## src/rtl/clock_period_meter.sv

```systemverilog
// Measures high/low phase lengths of a slow input in clk cycles, publishing one
// measurement per full period with lock (stable period) and stuck (no edge) flags.
module clock_period_meter #(
  parameter int SYNC_STAGES  = 2,
  parameter int LOCK_PERIODS = 4,
  parameter int TOL          = 0
) (
  input  logic        clk,
  input  logic        rst,
  input  logic        measClk,
  output logic [15:0] highCount,
  output logic [15:0] lowCount,
  output logic [16:0] period,
  output logic        valid,
  output logic        locked,
  output logic        stuck
);

  typedef enum logic [1:0] {IDLE, HIGH, LOW} state_t;

  localparam logic [16:0] TOL_L  = 17'(TOL);
  localparam logic [3:0]  LOCK_L = 4'(LOCK_PERIODS);

  logic s;
  logic primed;
  logic s_d_q;

  generate
    if (SYNC_STAGES == 0) begin : g_nosync
      assign s      = measClk;
      assign primed = 1'b1;
    end else begin : g_sync
      logic [SYNC_STAGES-1:0] sync_q;
      logic [SYNC_STAGES-1:0] prime_q;
      always_ff @(posedge clk) begin
        if (!rst) begin
          sync_q  <= '0;
          prime_q <= '0;
        end else begin
          sync_q  <= SYNC_STAGES'({sync_q, measClk});
          prime_q <= SYNC_STAGES'({prime_q, 1'b1});
        end
      end
      assign s      = sync_q[SYNC_STAGES-1];
      // s_d stays high until reset-zeroed stages drain, so a high-at-release input gives no rise
      assign primed = prime_q[SYNC_STAGES-1];
    end
  endgenerate

  logic rise;
  logic fall;
  assign rise = s & ~s_d_q;
  assign fall = ~s & s_d_q;

  state_t      state_q;
  logic [15:0] hcnt_q;
  logic [15:0] lcnt_q;
  logic [15:0] high_q;
  logic [15:0] low_q;
  logic [16:0] period_q;
  logic        valid_q;
  logic        locked_q;
  logic        stuck_q;
  logic [3:0]  match_q;
  logic        have_prev_q;

  // Tolerance check against the previous publication, 17-bit signed differences
  logic [16:0] dh;
  logic [16:0] dl;
  logic [16:0] abs_h;
  logic [16:0] abs_l;
  logic        tol_ok;
  assign dh     = {1'b0, hcnt_q} - {1'b0, high_q};
  assign dl     = {1'b0, lcnt_q} - {1'b0, low_q};
  assign abs_h  = dh[16] ? (17'd0 - dh) : dh;
  assign abs_l  = dl[16] ? (17'd0 - dl) : dl;
  assign tol_ok = (abs_h <= TOL_L) && (abs_l <= TOL_L);

  logic [3:0] match_d;
  logic       locked_d;
  always_comb begin
    match_d  = match_q;
    locked_d = locked_q;
    if (!have_prev_q) begin
      match_d = 4'd0;
    end else if (tol_ok) begin
      if (match_q != LOCK_L) match_d = match_q + 4'd1;
      if (match_d == LOCK_L) locked_d = 1'b1;
    end else begin
      match_d  = 4'd0;
      locked_d = 1'b0;
    end
  end

  always_ff @(posedge clk) begin
    if (!rst) begin
      state_q     <= IDLE;
      s_d_q       <= 1'b1;
      hcnt_q      <= '0;
      lcnt_q      <= '0;
      high_q      <= '0;
      low_q       <= '0;
      period_q    <= '0;
      valid_q     <= 1'b0;
      locked_q    <= 1'b0;
      stuck_q     <= 1'b0;
      match_q     <= '0;
      have_prev_q <= 1'b0;
    end else begin
      s_d_q   <= primed ? s : 1'b1;
      valid_q <= 1'b0;
      case (state_q)
        IDLE: begin
          if (rise) begin
            state_q <= HIGH;
            hcnt_q  <= 16'd1;
            stuck_q <= 1'b0;
          end
        end
        HIGH: begin
          if (fall) begin
            state_q <= LOW;
            lcnt_q  <= 16'd1;
          end else if (s) begin
            if (hcnt_q == 16'hFFFF) begin
              stuck_q     <= 1'b1;
              locked_q    <= 1'b0;
              match_q     <= '0;
              have_prev_q <= 1'b0;
              state_q     <= IDLE;
            end else begin
              hcnt_q <= hcnt_q + 16'd1;
            end
          end
        end
        LOW: begin
          if (rise) begin
            high_q      <= hcnt_q;
            low_q       <= lcnt_q;
            period_q    <= {1'b0, hcnt_q} + {1'b0, lcnt_q};
            valid_q     <= 1'b1;
            match_q     <= match_d;
            locked_q    <= locked_d;
            have_prev_q <= 1'b1;
            hcnt_q      <= 16'd1;
            state_q     <= HIGH;
          end else if (!s) begin
            if (lcnt_q == 16'hFFFF) begin
              stuck_q     <= 1'b1;
              locked_q    <= 1'b0;
              match_q     <= '0;
              have_prev_q <= 1'b0;
              state_q     <= IDLE;
            end else begin
              lcnt_q <= lcnt_q + 16'd1;
            end
          end
        end
        default: state_q <= IDLE;
      endcase
    end
  end

  assign highCount = high_q;
  assign lowCount  = low_q;
  assign period    = period_q;
  assign valid     = valid_q;
  assign locked    = locked_q;
  assign stuck     = stuck_q;

endmodule

```

## config.mk

```make
export PLATFORM = sky130hd
export DESIGN_NAME = clock_period_meter
export DESIGN_NICKNAME = d
export VERILOG_FILES = /design/src/rtl/clock_period_meter.sv
export SDC_FILE = /design/constraint.sdc
export NUM_CORES = 1
export LEC_CHECK = 0
export ABC_AREA = 1
export CAP_MARGIN = 40
export CORE_MARGIN = 4
export CORE_UTILIZATION = 30
export CTS_CLUSTER_SIZE = 25
export DETAILED_ROUTE_END_ITERATION = 6
export MAX_ROUTING_LAYER = met4
export PLACE_DENSITY_LB_ADDON = 0.2
export SYNTH_ARGS = -nofsm -noshare
export SYNTH_HDL_FRONTEND = slang
export SYNTH_SLANG_ARGS = --single-unit
export TNS_END_PERCENT = 50
```

## constraint.sdc

```tcl
create_clock -name clk -period 4.4 [get_ports clk]
set_input_delay 0.44 -clock clk [delete_from_list [all_inputs] [get_ports clk]]
set_output_delay 0.44 -clock clk [all_outputs]
set_load 0.01 [all_outputs]
```

==> qor.yml <==
status:
  outcome: "finished clean"
placed_design:
  placed_cell_area_mm2: 0.00872
  portBuffers: 54
  place_congestion: 0.920
  dp_hpwl_um: 19900
global_route:
  first_global_vias: 7552
  grt_max_degree: 44
  grt-ovfl-total: 0
  grt_usage: 0.174
  grt_pass1_wl_um: 39300
  antenna_found_initial: 0
clock_tree:
  clk_pin_slew_ns: 0.07
  h-tree-depth: 3
  root_buffer: "clkbuf_16"
  clock_path_buffers: 2
  hold_buffers: 0
  cts_sinks: 96
  worstSkewPairLatency_ns: 0.35
  cts_setup_buffers: 0
  cts_inserted_buffers: 9
  cts_resized: 0
  cts_tree: "built"
timing:
  min_period_ns: 3.21
  rsz0062_at_grt: "false"
  skew_ns: 0.0112
  setup-violations-final: 0
  slew_violations: 0
  max_slew_margin: 0.436
  timing.fmax_mhz: 311
  hold_viol_final: 0
  fin_hold_ws_ns: 0.386
  worstMarginPinSlew_ns: 0.843
  finalSetupTns_ns: 0
  finalCritPeriodShare: 0.730
floorplan:
  num_rows: 58
  die_y_um: 170
  die_w_um: 170
  design.die.area_mm2: 0.0288
  core_area_mm2: 0.0254
  ioPinCount: 55
  initial_core_util: 0.308
final_layout:
  fillCellCount: 2861
  drive_gt1_frac: 0.0801
  fin_area_mm2: 0.00901
  multi_input_area_mm2: 0.00499
  nets: 1382
  layout_commonest_cell: "nand2_1"
  register_area_mm2: 0.00192
  layout_common_cells: "nand2_1, inv_1, nor2_1"
  syn_to_final_growth_pct: 15.0
routing:
  wl_per_cell_um: 14.6
  vias_per_cell: 4.82
  remaining_drc_errors: 0
  routed_wl_um: 24200
  drtPass1Iterations: 5
  vias: 7976
  antenna_left: 0
  drt_iter0_markers: 410
synth:
  syn_nets: 1335
  ys_ff_latch: 96
  yosysWarnings: 0
  syn_avg_cell_area_um2: 6.15
  netlist_area_mm2: 0.00783
  seq_area_frac_synth: 0.245
  synth.distinct_cells: 41
  netlist_instances: 1273
power_and_ir_drop:
  p_leak_nw: 4.43
  internal_power_mw: 1.90
  switchingPower_mw: 1.54
  vdd_drop_max_mv: 0.206
  power.share.sequential: 0.274
  sw_frac_of_total: 0.448
  p_per_area_mw_per_mm2: 382
  p_total_mw: 3.45
  p_clk_frac: 0.234
  combPwrFrac: 0.491
worst_setup_path:
  end_kind: "register"
  crit_top_cell: "nand2_1"
  ff2ff_setup_slack_ns: 1.19
  cp_slowest_stage_delay_ns: 0.40
  critical-path-top-delay-family: "simple AND/OR/NAND/NOR gates"
  worstPathCellList: "inv_1 > ha_1 > fa_1 > inv_1 > nand2_1 > nand2_1 > nand3_1 > nand2_1 > nand2_1 > nand2_1 > nand3_1 > nor2_2 > nand3_1 > nand3_1 > nand3_1 > nor2_1 > nand2_1 > nor2_4 > nand4_1 > a21oi_1"
  cp-start-kind: "register"
  critPathKind: "register to register"
  required_ns: 4.66
  crit_arrival_ns: 3.47
  cp_slowest_cell: "dfxtp_1"
  crit_fanout: 5
  crit_buf_inv: 2
hold_path:
  min_path_type: "register to register"
flow_run:
  cap_violations: 0
==> state kept, by name (all words and copies together), names as in the netlist <==
register and flops:
hcnt_q 16, state_q 2, stuck 1, valid 1, g_sync.sync_q 2, highCount 16, lowCount 16, lcnt_q 16
s_d_q 1, period 17, match_q 4, locked 1, have_prev_q 1, g_sync.prime_q 2
==> layer usage <==
layer  GRT usage  share of wire  vias to the layer above
li1            -              -                     4203
met1       0.232           0.50                     3608
met2       0.282           0.46                      132
met3      0.0196          0.026                       33
met4      0.0483          0.023                        0
met5           -              0                        -
==> synth_stat cells <==
library cell / count / share of area
inv_1: 196 / 0.094
nand3b_1: 8 / 0.0077
nor3_2: 2 / 0.0026
nor2_4: 5 / 0.0072
buf_6: 1 / 0.0014
o21bai_1: 1 / 0.00096
buf_1: 1 / 0.00048
xnor2_1: 9 / 0.010
and2_1: 4 / 0.0032
nand4_1: 22 / 0.018
clkbuf_1: 14 / 0.0067
nand2_2: 34 / 0.027
nor3_1: 16 / 0.010
fa_1: 3 / 0.0077
nor2_2: 11 / 0.0088
xor2_1: 13 / 0.015
nor3b_1: 1 / 0.00096
a211oi_1: 7 / 0.0067
a31oi_1: 4 / 0.0032
o21a_1: 3 / 0.0029
a21boi_1: 1 / 0.00096
inv_2: 22 / 0.011
nor4_1: 5 / 0.0040
nand3_2: 12 / 0.015
buf_2: 4 / 0.0026
or2_4: 1 / 0.0011
nor2_1: 121 / 0.058
o211ai_1: 1 / 0.00096
a21o_1: 3 / 0.0029
buf_4: 1 / 0.00096
ha_1: 56 / 0.089
nand2_1: 295 / 0.14
o21ai_1: 3 / 0.0019
o21ai_0: 87 / 0.056
a21oi_1: 100 / 0.064
clkinv_1: 3 / 0.0014
nand3_1: 103 / 0.066
o221ai_1: 2 / 0.0022
a21boi_0: 1 / 0.00096
o31ai_1: 1 / 0.00096
dfxtp_1: 96 / 0.25
==> final cells by class <==
cell class,count,area share
Multi-Input combinational cell,935,0.554
Sequential cell,96,0.213
Inverter,221,0.0920
Timing Repair Buffer,57,0.0619
Tap cell,330,0.0458
Clock buffer,10,0.0265
Clock inverter,4,0.00597
Antenna cell,1,0.000278
==> worst reg2reg max path, cell delays in order, from the launching register on <==
cell	delay, ns
dfxtp_1	0.40
inv_1	0.10
ha_1	0.22
fa_1	0.39
inv_1	0.12
nand2_1	0.06
nand2_1	0.08
nand3_1	0.09
nand2_1	0.12
nand2_1	0.06
nand2_1	0.13
nand3_1	0.20
nor2_2	0.18
nand3_1	0.13
nand3_1	0.09
nand3_1	0.09
nor2_1	0.14
nand2_1	0.11
nor2_4	0.17
nand4_1	0.11
a21oi_1	0.14
==> worst paths after layout <==
kind	start	endpoint	cells after the start
setup / recovery	hcnt_q[0]	match_q[0]	20
hold reg to reg	g_sync.prime_q[1]	s_d_q	1
setup reg to reg	hcnt_q[0]	match_q[0]	20
hold / removal	g_sync.prime_q[1]	s_d_q	1
==> power by group through the flow <==
stage | registers, mW | clock network [mW] | logic (mW)
floorplan | 0.956 | 0 | 1.31
global placement | 0.966 | 0 | 1.70
detailed placement | 0.966 | 0 | 1.69
CTS | 0.945 | 0.829 | 1.70
global route | 0.952 | 0.859 | 1.92
finish | 0.945 | 0.807 | 1.69
==> cells by family (layout without fill, tap and decap cells) <==
family | count (synthesis) | in the layout | share of synthesized area
compound gates | 214 | 214 | 0.144
simple gates | 640 | 640 | 0.371
flops | 96 | 96 | 0.245
other cells | 0 | 1 | 0
xor+xnor | 22 | 22 | 0.0246
fa+ha+maj | 59 | 59 | 0.0971
buf+inv | 242 | 292 | 0.118
==> per-stage QoR <==
step	std cells	worst slack (ns)	util
finish	1654	1.19	0.355
global route	1653	0.869	0.355
CTS	1653	1.17	0.355
detailed placement	1639	1.19	0.343
global placement	1639	1.22	0.343
floorplan	1273	1.75	-
No activity file was read; power rests on OpenSTA's default activity.
